`src/rtl/reaction_pkg.sv`:
```
// Shared encodings and helpers for the reaction-time sequencer.
// State codes are visible to the HPS through state_o.
package reaction_pkg;

  typedef enum logic [2:0] {
    IDLE = 3'd0,
    ARM  = 3'd1,
    WAIT = 3'd2,
    STIM = 3'd3,
    DONE = 3'd4
  } state_t;

  localparam int MS_W = 14;

  // Fibonacci taps 16,14,13,11 as a bit mask over lfsr[15:0]
  localparam logic [15:0] LFSR_TAPS = 16'hB400;

  function automatic logic [MS_W-1:0] sat_inc(
    input logic [MS_W-1:0] v,
    input logic [MS_W-1:0] lim
  );
    return (v >= lim) ? lim : v + MS_W'(1);
  endfunction

endpackage

```
`src/rtl/ms_tick_gen.sv`:
```
// Millisecond prescaler with a restart input.
// clear marks the first cycle of a state; that cycle counts as zero.
module ms_tick_gen #(
  parameter int DIV = 50_000
) (
  input  logic clk,
  input  logic reset,
  input  logic clear,
  output logic ms_tick
);

  localparam int CW = (DIV > 1) ? $clog2(DIV) : 1;

  logic [CW-1:0] cnt;
  logic [CW-1:0] cnt_eff;

  assign cnt_eff = clear ? '0 : cnt;
  assign ms_tick = (cnt_eff == CW'(DIV - 1));

  // count 0..DIV-1, wrap on the tick
  always_ff @(posedge clk) begin
    if (reset)
      cnt <= '0;
    else if (ms_tick)
      cnt <= '0;
    else
      cnt <= cnt_eff + CW'(1);
  end

endmodule

```
`src/rtl/reaction_sequencer.sv`:
```
// One reaction-time trial: release, random wait, stimulus, timed press.
// All outputs are registered; state_o mirrors the FSM state.
module reaction_sequencer
  import reaction_pkg::*;
#(
  parameter int          CLK_FREQ_HZ  = 50_000_000,
  parameter int          MIN_DELAY_MS = 1000,
  parameter int          RAND_BITS    = 10,
  parameter int          MAX_MS       = 9999,
  parameter logic [15:0] LFSR_SEED    = 16'hACE1
) (
  input  logic            clk,
  input  logic            reset,
  input  logic            start,
  input  logic            abort,
  input  logic            button_n,
  output logic            stim_led,
  output logic            busy,
  output logic [MS_W-1:0] result_ms,
  output logic            result_valid,
  output logic            too_early,
  output logic            timeout,
  output logic [2:0]      state_o
);

  localparam int DIV = CLK_FREQ_HZ / 1000;
  localparam logic [MS_W-1:0] MAX_V = MS_W'(MAX_MS);

  state_t          state;
  logic [15:0]     lfsr;
  logic [2:0]      sync;
  logic            press;
  logic            released;
  logic [MS_W-1:0] ms_cnt;
  logic [MS_W-1:0] ms_next;
  logic [MS_W-1:0] delay_ms;
  logic            clr;
  logic            ms_tick;

  assign state_o  = state;
  assign released = sync[1];
  assign ms_next  = sat_inc(ms_cnt, MAX_V);

  ms_tick_gen #(
    .DIV(DIV)
  ) u_tick (
    .clk    (clk),
    .reset  (reset),
    .clear  (clr),
    .ms_tick(ms_tick)
  );

  // free-running LFSR; a nonzero seed keeps it off the all-zero lockup
  always_ff @(posedge clk) begin
    if (reset)
      lfsr <= LFSR_SEED;
    else
      lfsr <= {lfsr[14:0], ^(lfsr & LFSR_TAPS)};
  end

  // two-flop synchroniser plus a history flop for the falling-edge press
  always_ff @(posedge clk) begin
    if (reset) begin
      sync  <= 3'b111;
      press <= 1'b0;
    end else begin
      sync  <= {sync[1:0], button_n};
      press <= sync[2] & ~sync[1];
    end
  end

  // trial FSM; clr flags the first cycle of every newly entered state
  always_ff @(posedge clk) begin
    if (reset) begin
      state        <= IDLE;
      stim_led     <= 1'b0;
      busy         <= 1'b0;
      result_ms    <= '0;
      result_valid <= 1'b0;
      too_early    <= 1'b0;
      timeout      <= 1'b0;
      ms_cnt       <= '0;
      delay_ms     <= '0;
      clr          <= 1'b0;
    end else begin
      result_valid <= 1'b0;
      clr          <= 1'b0;
      if (abort) begin
        state    <= IDLE;
        stim_led <= 1'b0;
        busy     <= 1'b0;
        clr      <= 1'b1;
      end else begin
        unique case (state)
          IDLE, DONE: begin
            if (start) begin
              state     <= ARM;
              busy      <= 1'b1;
              too_early <= 1'b0;
              timeout   <= 1'b0;
              delay_ms  <= MS_W'(MIN_DELAY_MS)
                         + MS_W'(lfsr[RAND_BITS-1:0]);
              clr       <= 1'b1;
            end
          end
          ARM: begin
            if (released) begin
              state  <= WAIT;
              ms_cnt <= '0;
              clr    <= 1'b1;
            end
          end
          WAIT: begin
            if (press) begin
              state        <= DONE;
              busy         <= 1'b0;
              too_early    <= 1'b1;
              result_ms    <= '0;
              result_valid <= 1'b1;
              clr          <= 1'b1;
            end else if (ms_tick) begin
              if (ms_cnt == delay_ms - MS_W'(1)) begin
                state    <= STIM;
                stim_led <= 1'b1;
                ms_cnt   <= '0;
                clr      <= 1'b1;
              end else begin
                ms_cnt <= ms_next;
              end
            end
          end
          STIM: begin
            if (press) begin
              state        <= DONE;
              stim_led     <= 1'b0;
              busy         <= 1'b0;
              result_ms    <= ms_cnt;
              result_valid <= 1'b1;
              clr          <= 1'b1;
            end else if (ms_tick) begin
              ms_cnt <= ms_next;
              if (ms_next >= MAX_V) begin
                state        <= DONE;
                stim_led     <= 1'b0;
                busy         <= 1'b0;
                timeout      <= 1'b1;
                result_ms    <= MAX_V;
                result_valid <= 1'b1;
                clr          <= 1'b1;
              end
            end
          end
          default: begin
            state    <= IDLE;
            stim_led <= 1'b0;
            busy     <= 1'b0;
            clr      <= 1'b1;
          end
        endcase
      end
    end
  end

endmodule

```
`config.mk`:
```
export PLATFORM = sky130hd
export DESIGN_NAME = reaction_sequencer
export DESIGN_NICKNAME = d
export VERILOG_FILES = /design/src/rtl/reaction_pkg.sv /design/src/rtl/ms_tick_gen.sv /design/src/rtl/reaction_sequencer.sv
export SDC_FILE = /design/constraint.sdc
export NUM_CORES = 1
export LEC_CHECK = 0
export ABC_AREA = 0
export CAP_MARGIN = 5
export CORE_MARGIN = 2
export CORE_UTILIZATION = 54
export DETAILED_ROUTE_END_ITERATION = 6
export PLACE_DENSITY = 0.74
export SLEW_MARGIN = 0
export SYNTH_ARGS = -nofsm -noshare
export SYNTH_HDL_FRONTEND = slang
export SYNTH_HIERARCHICAL = 1
export SYNTH_SLANG_ARGS = --single-unit
```
`constraint.sdc`:
```
create_clock -name clk -period 2.8 [get_ports clk]
set_input_delay 0.56 -clock clk [delete_from_list [all_inputs] [get_ports clk]]
set_output_delay 0.56 -clock clk [all_outputs]
set_load 0.05 [all_outputs]
```
==> reports/qor.yml <==
logic_synthesis:
  avgSynthCellArea_um2: 8.41
  syn_nets: 536
  ys_seq_elements: 84
  synth_edf_count: 0
  syn_area_mm2: 0.00443
  synth_top_flop_cell: "dfxtp_1"
  synthTopCellsByArea: "dfxtp_1, xnor2_1, nor2_1"
  yosys_warnings: 6
  synth.distinct_cells: 70
  yosysMostFrequentCell: "dfxtp_1"
  postSynthCellCount: 527
  async_flop_share_pct: 0
  yosysTopAreaCell: "dfxtp_1"
  seq_area_frac_synth_pct: 37.9
  synth_top_area_share_pct: 37.9
  synth_common_cells: "dfxtp_1, nor2_1, a21oi_1"
global_route:
  gr-max-usage-layer: "met2"
  overflow: 0
  met1_usage_pct: 35.2
  first_global_vias: 3694
  grt_max_degree: 38
  grt_pass1_wl_um: 18000
  use_met3_pct: 5.19
  grt.met2_usage_pct: 40.2
  antenna_found_initial: 0
  grt.total_usage_pct: 25.5
setup_path:
  reg2reg_depth: 8
  rr_endpoint: "ms_cnt[9]$_SDFFE_PP0P_"
  critical_path.endpoint: "ms_cnt[9]$_SDFFE_PP0P_"
  rrSetupSlack_ps: 120
  worstReg2RegStart: "u_tick/cnt[12]$_SDFF_PP0_"
  critPathLaunch: "u_tick/cnt[12]$_SDFF_PP0_"
  startpoint_type: "flop"
  crit_chain: "or4_1 > or3_4 > nor2_2 > nand3_1 > a211oi_2 > buf_4 > o21ai_0 > a2111oi_0"
  crit_buf_inv: 1
  worstPathArrival_ps: 2900
  end_kind: "flop"
  path_max_fanout: 11
  worst-path-stages: 8
  critPathTopFamily: "simple AND/OR/NAND/NOR gates"
  crit_type: "flop to flop"
  cpMaxStageDelayCell: "or4_1"
  critPathRequiredTime_ps: 3030
  critPathMaxStageDelay_ps: 530
pwr:
  power.density_mw_per_mm2: 481
  netSwitchingFraction_pct: 25.1
  p_comb_share_pct: 11.3
  p_switching_uw: 618
  intPower_uw: 1840
  ir_drop_mv: 0.319
  pwr-share-seq_pct: 51.2
  clkPwrFrac_pct: 37.6
  cellLeakagePower_uw: 0.00178
placement:
  pre_cts_ws_ps: 124
  gp_congestion: 0.936
  place_inst: 654
  portBuffers: 26
  dp.final_hpwl_um: 7700
worst_hold_path:
  holdPathStages: 2
  min_path_type: "flop to flop"
route:
  avgViaCountPerCell: 5.97
  wirelength_um: 10700
  avgRoutedWirePerCell_um: 16.0
  dr.pass1.iters: 5
  antenna_left: 0
  drc: 0
  dr_total_vias: 3989
  first_iter_violations: 300
final_layout:
  antenna_cells: 0
  final_cells: 668
  drive_gt1_share_pct: 14.2
  area_growth_pct: 15.4
  fin_nets: 569
clock_tree:
  clkLatencyLatePin_ps: 350
  clkSinkCount: 84
  cts_setup_buffers: 0
  cts_root_buffer: "clkbuf_8"
  clockBufferDepth: 2
  postCtsResizedCells: 0
  path_clk_slew_ps: 90
  htree_levels: 3
  holdBufCountCts: 0
  cts_tree: "yes"
  cts_buffers: 9
die:
  die_h_um: 94.6
  ioPinCount: 27
  start_util_pct: 54.8
  row_count: 33
  dieArea_mm2: 0.00895
  die_w_um: 94.6
  fp.coreArea_mm2: 0.00809
timing:
  post-route-period-util_pct: 95.6
  hold_viol: 0
  relSlewSlack_pct: 53.8
  tightest_slew_ps: 687
  tns_ps: 0
  rsz0062_at_grt: "false"
  setup_violations: 0
  fin_crit_ps: 2680
  final.setup.worst_slack_ps: 123
  fmax_mhz: 374
  skew_ps: 9.39
  drv_slew: 0
outcome:
  outcome: "finished clean"
job:
  cap_violations: 0
[power groups by stage]
stage | combinational, uW | clock, uW | sequential, uW
after CTS | 269 | 940 | 1260
after global routing | 310 | 988 | 1260
after detailed placement | 267 | 0 | 1290
after floorplan | 192 | 0 | 1290
final | 277 | 925 | 1260
after global placement | 263 | 0 | 1290
[how the worst min path moves through the flow]
stage | start | end | slack, ps
floorplan | lfsr[14]$_SDFF_PP0_ | lfsr[15]$_SDFF_PP1_ | 390
global placement | sync[0]$_SDFF_PP1_ | sync[1]$_SDFF_PP1_ | 390
detailed placement | sync[2]$_SDFF_PP1_ | press$_SDFF_PP0_ | 400
CTS | sync[2]$_SDFF_PP1_ | press$_SDFF_PP0_ | 410
global route | sync[2]$_SDFF_PP1_ | press$_SDFF_PP0_ | 430
finish | sync[2]$_SDFF_PP1_ | press$_SDFF_PP0_ | 410
[cells by family after synthesis]
| group | count (synthesis) | share of synthesized area (%) |
|---|---|---|
| xor+xnor | 36 | 7.11 |
| fa+ha+maj | 4 | 1.13 |
| mux | 10 | 2.26 |
| simple gates | 219 | 28.2 |
| buf+inv | 54 | 5.45 |
| compound gates | 120 | 17.9 |
| flops | 84 | 37.9 |
[worst register-to-register path: cells and delay by family, from the launching register on]
family	cells	cell delay [ps]
AND/OR/NAND/NOR	4	1250
flip-flops	1	360
buffers and inverters	1	220
AO/OA/AOI/OAI	3	720
[registers in the layout, indices dropped and copies added, names as in the netlist]
| register | flops |
|---|---|
| lfsr | 16 |
| u_tick/cnt | 16 |
| ms_cnt | 14 |
| result_ms | 14 |
| delay_ms | 11 |
| state_o | 3 |
| sync | 3 |
| busy | 1 |
| clr | 1 |
| press | 1 |
| result_valid | 1 |
| stim_led | 1 |
| timeout | 1 |
| too_early | 1 |
[cell type report]
class / instances / area [um^2]
clock buffer: 9 / 124
clock inverter: 5 / 78.8
fill: 710 / 2980
inverter: 18 / 67.6
multi-input combinational: 389 / 2540
sequential: 84 / 1680
tap: 105 / 131
timing repair buffer: 58 / 495
[cell usage in the layout (no fill, tap or decap), types with 10 or more instances in the layout]
cell type,instances
dfxtp_1,84
nor2_1,49
buf_4,32
a21oi_1,30
o21ai_0,26
clkdlybuf4s50_1,25
xnor2_1,24
nand2_1,22
nand4_1,20
nand3_1,19
inv_1,18
nand2b_1,18
nor3_1,17
nor2b_1,13
or2_2,13
xor2_1,12
mux2i_1,10
a31oi_1,10
[per-stage QoR]
step	hold WS [ps]	area (um^2)	util (%)	power (uW)
after detailed placement	400	4890	60.5	1550
after CTS	413	5100	63.0	2470
final	411	5110	63.2	2460
after global placement	394	4890	60.5	1550
after global routing	433	5110	63.2	2560
after floorplan	389	4440	-	1480
[layer usage]
| metal | routed length [um] | vias up | share of wire (%) |
|---|---|---|---|
| li1 | - | 1957 | - |
| met1 | 4930 | 1872 | 46 |
| met2 | 4900 | 136 | 46 |
| met3 | 642 | 24 | 6.0 |
| met4 | 211 | 0 | 2.0 |
| met5 | 0 | - | 0 |
(Power assumes the default switching activity.)
